[src/rtl/fetch_unit_pkg.sv]
// Shared definitions for the instruction-fetch sequencer and the instruction register.
package fetch_unit_pkg;
  localparam int INSTR_W = 8;

  typedef enum logic [1:0] {
    IDLE = 2'd0,
    REQ  = 2'd1,
    LOAD = 2'd2
  } fetch_state_e;
endpackage

[src/rtl/fetch_unit_if.sv]
// Program-memory read port: request/acknowledge handshake with address and read data.
interface fetch_unit_if
  import fetch_unit_pkg::*;
#(
  parameter int ADDR_W = 8
);
  logic               MEM_REQ;
  logic [ADDR_W-1:0]  MEM_ADDR;
  logic [INSTR_W-1:0] MEM_RDATA;
  logic               MEM_ACK;

  modport master (output MEM_REQ, output MEM_ADDR, input MEM_RDATA, input MEM_ACK);
  modport slave  (input MEM_REQ, input MEM_ADDR, output MEM_RDATA, output MEM_ACK);
endinterface

[src/rtl/fetch_timer.sv]
// Wait-state counter for the REQ state; TC marks the last cycle allowed without an acknowledge.
module fetch_timer #(
  parameter int TIMEOUT = 16
) (
  input  logic CLK,
  input  logic RESET_N,
  input  logic CLR,
  input  logic EN,
  output logic TC
);
  localparam int CNT_W = $clog2(TIMEOUT);

  logic [CNT_W-1:0] cnt_q;

  always_ff @(posedge CLK or negedge RESET_N) begin
    if (!RESET_N)  cnt_q <= '0;
    else if (CLR)  cnt_q <= '0;
    else if (EN)   cnt_q <= cnt_q + 1'b1;
  end

  assign TC = (cnt_q == CNT_W'(TIMEOUT - 1));
endmodule

[src/rtl/fetch_unit.sv]
// Instruction-fetch sequencer: reads one byte at PC, strobes HIR, and maintains the PC.
module fetch_unit
  import fetch_unit_pkg::*;
#(
  parameter int ADDR_W  = 8,
  parameter int TIMEOUT = 16
) (
  input  logic               CLK,
  input  logic               RESET_N,
  input  logic               FETCH,
  input  logic               JUMP,
  input  logic [ADDR_W-1:0]  JUMP_ADDR,
  input  logic               CLR_ERR,
  fetch_unit_if.master       bus,
  output logic [INSTR_W-1:0] DATA_OUT,
  output logic               HIR,
  output logic [ADDR_W-1:0]  PC,
  output logic               BUSY,
  output logic               ERR
);
  fetch_state_e      state_q, state_d;
  logic              start, ack, tout;
  logic              tmr_clr, tmr_en, tmr_tc;
  logic [ADDR_W-1:0] fetch_addr;

  fetch_timer #(.TIMEOUT(TIMEOUT)) u_timer (
    .CLK     (CLK),
    .RESET_N (RESET_N),
    .CLR     (tmr_clr),
    .EN      (tmr_en),
    .TC      (tmr_tc)
  );

  // A jump in the same cycle as a fetch redirects that fetch.
  assign fetch_addr = JUMP ? JUMP_ADDR : PC;

  always_ff @(posedge CLK or negedge RESET_N) begin
    if (!RESET_N) state_q <= IDLE;
    else          state_q <= state_d;
  end

  always_comb begin
    state_d = state_q;
    start   = 1'b0;
    ack     = 1'b0;
    tout    = 1'b0;
    tmr_clr = 1'b0;
    tmr_en  = 1'b0;
    case (state_q)
      IDLE: begin
        if (FETCH) begin
          state_d = REQ;
          start   = 1'b1;
          tmr_clr = 1'b1;
        end
      end
      REQ: begin
        if (bus.MEM_ACK) begin
          ack     = 1'b1;
          state_d = LOAD;
        end else if (tmr_tc) begin
          tout    = 1'b1;
          state_d = IDLE;
        end else begin
          tmr_en  = 1'b1;
        end
      end
      LOAD:    state_d = IDLE;
      default: state_d = IDLE;
    endcase
  end

  always_ff @(posedge CLK or negedge RESET_N) begin
    if (!RESET_N) begin
      PC           <= '0;
      bus.MEM_REQ  <= 1'b0;
      bus.MEM_ADDR <= '0;
      DATA_OUT     <= '0;
      ERR          <= 1'b0;
    end else begin
      if (state_q == IDLE && JUMP) PC <= JUMP_ADDR;
      else if (ack)                PC <= bus.MEM_ADDR + 1'b1;

      if (start)            bus.MEM_REQ <= 1'b1;
      else if (ack || tout) bus.MEM_REQ <= 1'b0;

      if (start) bus.MEM_ADDR <= fetch_addr;
      if (ack)   DATA_OUT     <= bus.MEM_RDATA;

      // Timeout set takes priority over a simultaneous clear.
      if (tout)         ERR <= 1'b1;
      else if (CLR_ERR) ERR <= 1'b0;
    end
  end

  assign HIR  = (state_q == LOAD);
  assign BUSY = (state_q != IDLE);
endmodule
[src/flat_wrapper.sv]
// flat-port wrapper written by rule: the top's interface ports become plain ports
module fetch_unit_flat import fetch_unit_pkg::*;
#(
  parameter int ADDR_W  = 8,
  parameter int TIMEOUT = 16
)
  (CLK, RESET_N, FETCH, JUMP, JUMP_ADDR, CLR_ERR, DATA_OUT, HIR, PC, BUSY, ERR, bus_MEM_REQ, bus_MEM_ADDR, bus_MEM_RDATA, bus_MEM_ACK);
  fetch_unit_if #(.ADDR_W(ADDR_W)) bus_i ();
  input  logic CLK;
  input  logic RESET_N;
  input  logic FETCH;
  input  logic JUMP;
  input  logic [ADDR_W-1:0] JUMP_ADDR;
  input  logic CLR_ERR;
  output logic [INSTR_W-1:0] DATA_OUT;
  output logic HIR;
  output logic [ADDR_W-1:0] PC;
  output logic BUSY;
  output logic ERR;
  output wire logic [$bits(bus_i.MEM_REQ)-1:0] bus_MEM_REQ;
  output wire logic [$bits(bus_i.MEM_ADDR)-1:0] bus_MEM_ADDR;
  input wire logic [$bits(bus_i.MEM_RDATA)-1:0] bus_MEM_RDATA;
  input wire logic [$bits(bus_i.MEM_ACK)-1:0] bus_MEM_ACK;
  assign bus_MEM_REQ = bus_i.MEM_REQ;
  assign bus_MEM_ADDR = bus_i.MEM_ADDR;
  assign bus_i.MEM_RDATA = bus_MEM_RDATA;
  assign bus_i.MEM_ACK = bus_MEM_ACK;
  fetch_unit #(.ADDR_W(ADDR_W), .TIMEOUT(TIMEOUT)) u_core (.CLK(CLK), .RESET_N(RESET_N), .FETCH(FETCH), .JUMP(JUMP), .JUMP_ADDR(JUMP_ADDR), .CLR_ERR(CLR_ERR), .bus(bus_i), .DATA_OUT(DATA_OUT), .HIR(HIR), .PC(PC), .BUSY(BUSY), .ERR(ERR));
endmodule
[config.mk]
export PLATFORM = sky130hd
export DESIGN_NAME = fetch_unit_flat
export DESIGN_NICKNAME = d
export VERILOG_FILES = /design/src/rtl/fetch_unit_pkg.sv /design/src/rtl/fetch_unit_if.sv /design/src/rtl/fetch_timer.sv /design/src/rtl/fetch_unit.sv /design/src/flat_wrapper.sv
export SDC_FILE = /design/constraint.sdc
export NUM_CORES = 1
export LEC_CHECK = 0
export ABC_CLOCK_PERIOD_IN_PS = 1500
export CAP_MARGIN = 10
export CORE_ASPECT_RATIO = 0.7
export CORE_MARGIN = 2
export CORE_UTILIZATION = 41
export DETAILED_ROUTE_END_ITERATION = 6
export GPL_TIMING_DRIVEN = 0
export MAX_ROUTING_LAYER = met4
export PLACE_DENSITY = 0.77
export SLEW_MARGIN = 30
export SYNTH_ARGS = -nofsm -noshare
export SYNTH_HDL_FRONTEND = slang
export SYNTH_SLANG_ARGS = --single-unit
[constraint.sdc]
create_clock -name CLK -period 1.5 [get_ports CLK]
set_clock_uncertainty 0.15 [all_clocks]
set_input_delay 0.3 -clock CLK [delete_from_list [all_inputs] [get_ports CLK]]
set_output_delay 0.3 -clock CLK [all_outputs]
set_load 0.05 [all_outputs]
==> results.toml <==
[outcome]
status = "finished, violations left"
violations = "negative setup slack"

[routing]
drt_iter0_markers = 91
wl_per_cell_um = 14.0
dr.pass1.iters = 4
totalWireLength_um = 3810
route.detailed.drc = 0
viasPerCell = 4.92
vias = 1338
ant_nets = 0

[power_and_ir_drop]
power.density_nw_per_um2 = 2300
vdd_drop_max_mv = 1.42
leakagePower_nw = 1.10

[yosys]
yosys.area_share.simple_pct = 21.9
synth_top_family_by_area = "simple AND/OR/NAND/NOR gates"
ys_seq_elements = 32
synthMuxAreaShare_pct = 4.56
synth-adder-area-share_pct = 1.63
synth_fp_nets = 180
synth.distinct_cells = 33
syn_area_um2 = 1540
netlist_instances = 156
synth_warnings = 0
synth-compound-area-share_pct = 11.7
synthXorXnorAreaFrac_pct = 4.56
avgSynthCellArea_um2 = 9.84
seq_area_frac_synth_pct = 52.2

[floorplanning]
die_h_um = 55.2
die_area_um2 = 4260
fp.dieW_um = 77.1
core_area_um2 = 3560
pin_count = 50
core.rowCount = 18
start_util_pct = 43.1

[layout]
mostFrequentLayoutCell = "nand2_1"
fin_nets = 245
area_growth_pct = 44.7
num_antenna_cells = 0
drive_gt1_share_pct = 31.1
fin_util_pct = 62.4
fill_cells = 327
layout_common_cells = "37 x nand2_1, 26 x dfrtp_1, 24 x buf_2"

[timing]
slew_headroom_pct = 80.0
rsz0062_at_grt = "yes"
max_freq_ghz = 0.637
hold_viol = 0
hold_slack_ns = 0.206
setup_viol = 5
finalSetupTns_ns = -0.157
slew_viol_final = 0
finalCriticalPeriod_ns = 1.57
worstMarginPinSlew_ns = 0.300
timing.final.ws_setup_ns = -0.0694
finalCritPeriodShare_pct = 105

[worst_setup_path]
worstPathCellList = "buf_6, buf_4, nand3b_4, inv_4, buf_4, a221oi_1"
r2r_slack_ns = -0.07
startpoint = "u_core.state_q[0]"
cp-start-kind = "flip-flop"
regToRegStartpoint = "u_core.state_q[0]"
crit_slowest_cell = "dfrtp_1"
crit_path_frequent_cell = "buf_4"
cp_max_fo = 6
crit_arrival_ns = 1.60
path_class = "flip-flop to flip-flop"
r2r-end = "u_core.PC[2]"
worstSetupEndpointType = "flip-flop"
max_stage_delay_ns = 0.37
critPathRequiredTime_ns = 1.53
r2r_cells = 6

[place]
hpwl_um = 2550
place_congestion = 0.755
portBuffers = 49

[cts]
numCtsBuffers = 5
cts_root_buf = "clkbuf_8"
clk_latency_ns = 0.29
cts_max_level = 2
cts.sinks = 32
cts_max_path_buffers = 2
cts_tree = "yes"
clk_pin_slew_ns = 0.07

[grt]
grt_pass1_vias = 1267
grt.overflow.total = 0
antenna_found_initial = 0
grt_max_degree = 29
grtUsageTotal_pct = 19.1
grt_pass1_wl_um = 5910

[hold_path]
hold_class = "input pin to asynchronous set/reset pin"

[run]
cap_violations = 0
worst max-delay path by stage:
stage | slack, ns | end | depth (start not counted)
6_report | -0.07 | u_core.PC[2] | 6
4_1_cts | -0.05 | BUSY | 3
5_1_grt | -0.17 | u_core.PC[2] | 7
3_3_place_gp | -0.77 | u_core.bus.MEM_ADDR[4] | 1
3_5_place_dp | -0.42 | HIR | 2
2_1_floorplan | 0.004 | u_core.PC[7] | 4
per-stage QoR:
step                worst slack, ns  instance area (um2)  power [W]  instances
global placement             -0.770                 2100    0.00442        255
finish                      -0.0694                 2220    0.00512        272
floorplan                   0.00416                 1540    0.00347        156
global route                 -0.168                 2220    0.00539        272
CTS                         -0.0529                 2250    0.00519        268
detailed placement           -0.422                 2110    0.00446        256
where the power goes:
group	switching, W	leakage [nW]	internal, W	total [W]
Clock	0.000348	0.0541	0.000491	0.000839
Sequential	0.000332	0.392	0.00125	0.00158
Combinational	0.00191	0.649	0.000790	0.00270
routing by layer:
| layer | up-vias | part of all wire (%) | global-route usage (%) |
|---|---|---|---|
| li1 | 665 | - | - |
| met1 | 620 | 47 | 24.6 |
| met2 | 45 | 45 | 28.7 |
| met3 | 8 | 7.1 | 6.66 |
| met4 | 0 | 1.3 | 6.25 |
| met5 | - | 0 | - |
critical path, delay by kind of cell (launching register included):
kind | cells | cell delay [ns]
buf+inv | 4 | 0.49
flops | 1 | 0.37
compound gates | 1 | 0.31
simple gates | 1 | 0.12
layout make-up:
cell class | instances | area [um2] | share of cell area, %
multi-input cells | 113 | 712 | 32.1
clock inverters | 3 | 42.5 | 1.92
plain buffers | 5 | 41.3 | 1.86
repair buffers | 58 | 460 | 20.7
flip-flops and latches | 32 | 808 | 36.4
clock buffers | 5 | 68.8 | 3.10
well taps | 50 | 62.6 | 2.82
inverters | 6 | 25.0 | 1.13
what timing repair did:
action                     CTS  global route
pin swaps                    1             0
hold endpoints to repair    32             0
gates cloned                 0             0
gates resized for setup    126            32
setup endpoints to repair   41            37
hold buffers                 1             0
buffers inserted             3             4
flip-flops by register name (all words and copies together), names as in the netlist:
| register | count |
|---|---|
| u_core.DATA_OUT | 8 |
| u_core.ERR | 1 |
| u_core.PC | 8 |
| u_core.bus.MEM_ADDR | 8 |
| u_core.bus.MEM_REQ | 1 |
| u_core.state_q | 2 |
| u_core.u_timer.cnt_q | 4 |
cell families after synthesis:
group           Yosys count
buf+inv                  11
simple gates             68
compound gates           28
fa+ha+maj                 2
xor+xnor                  8
mux                       7
flops                    32
synth_stat cells:
cell type,instances,area [um2]
o221ai_1,1,8.76
buf_4,2,15.0
nor3b_4,1,18.8
mux2i_1,7,70.1
nand2b_1,1,6.26
a22oi_1,3,22.5
a2bb2oi_1,1,8.76
nor2_1,6,22.5
dfrtp_1,32,801
a221oi_1,1,8.76
o31ai_1,1,7.51
nand3_1,9,45.0
a21o_1,1,7.51
nand2_1,37,139
buf_2,3,15.0
a221o_1,2,20.0
nand3b_4,1,20.0
nor3_1,2,10.0
xnor2_1,1,8.76
nor2b_1,4,25.0
inv_1,5,18.8
inv_2,1,3.75
a21oi_1,4,20.0
nand2_2,2,12.5
a21oi_2,1,8.76
ha_1,2,25.0
nor2_2,1,6.26
and2_1,1,6.26
o21ai_1,12,60.1
nor3b_2,1,12.5
and3_1,2,12.5
xor2_1,7,61.3
o211ai_1,1,7.51
No activity file was read; power rests on OpenSTA's default activity.
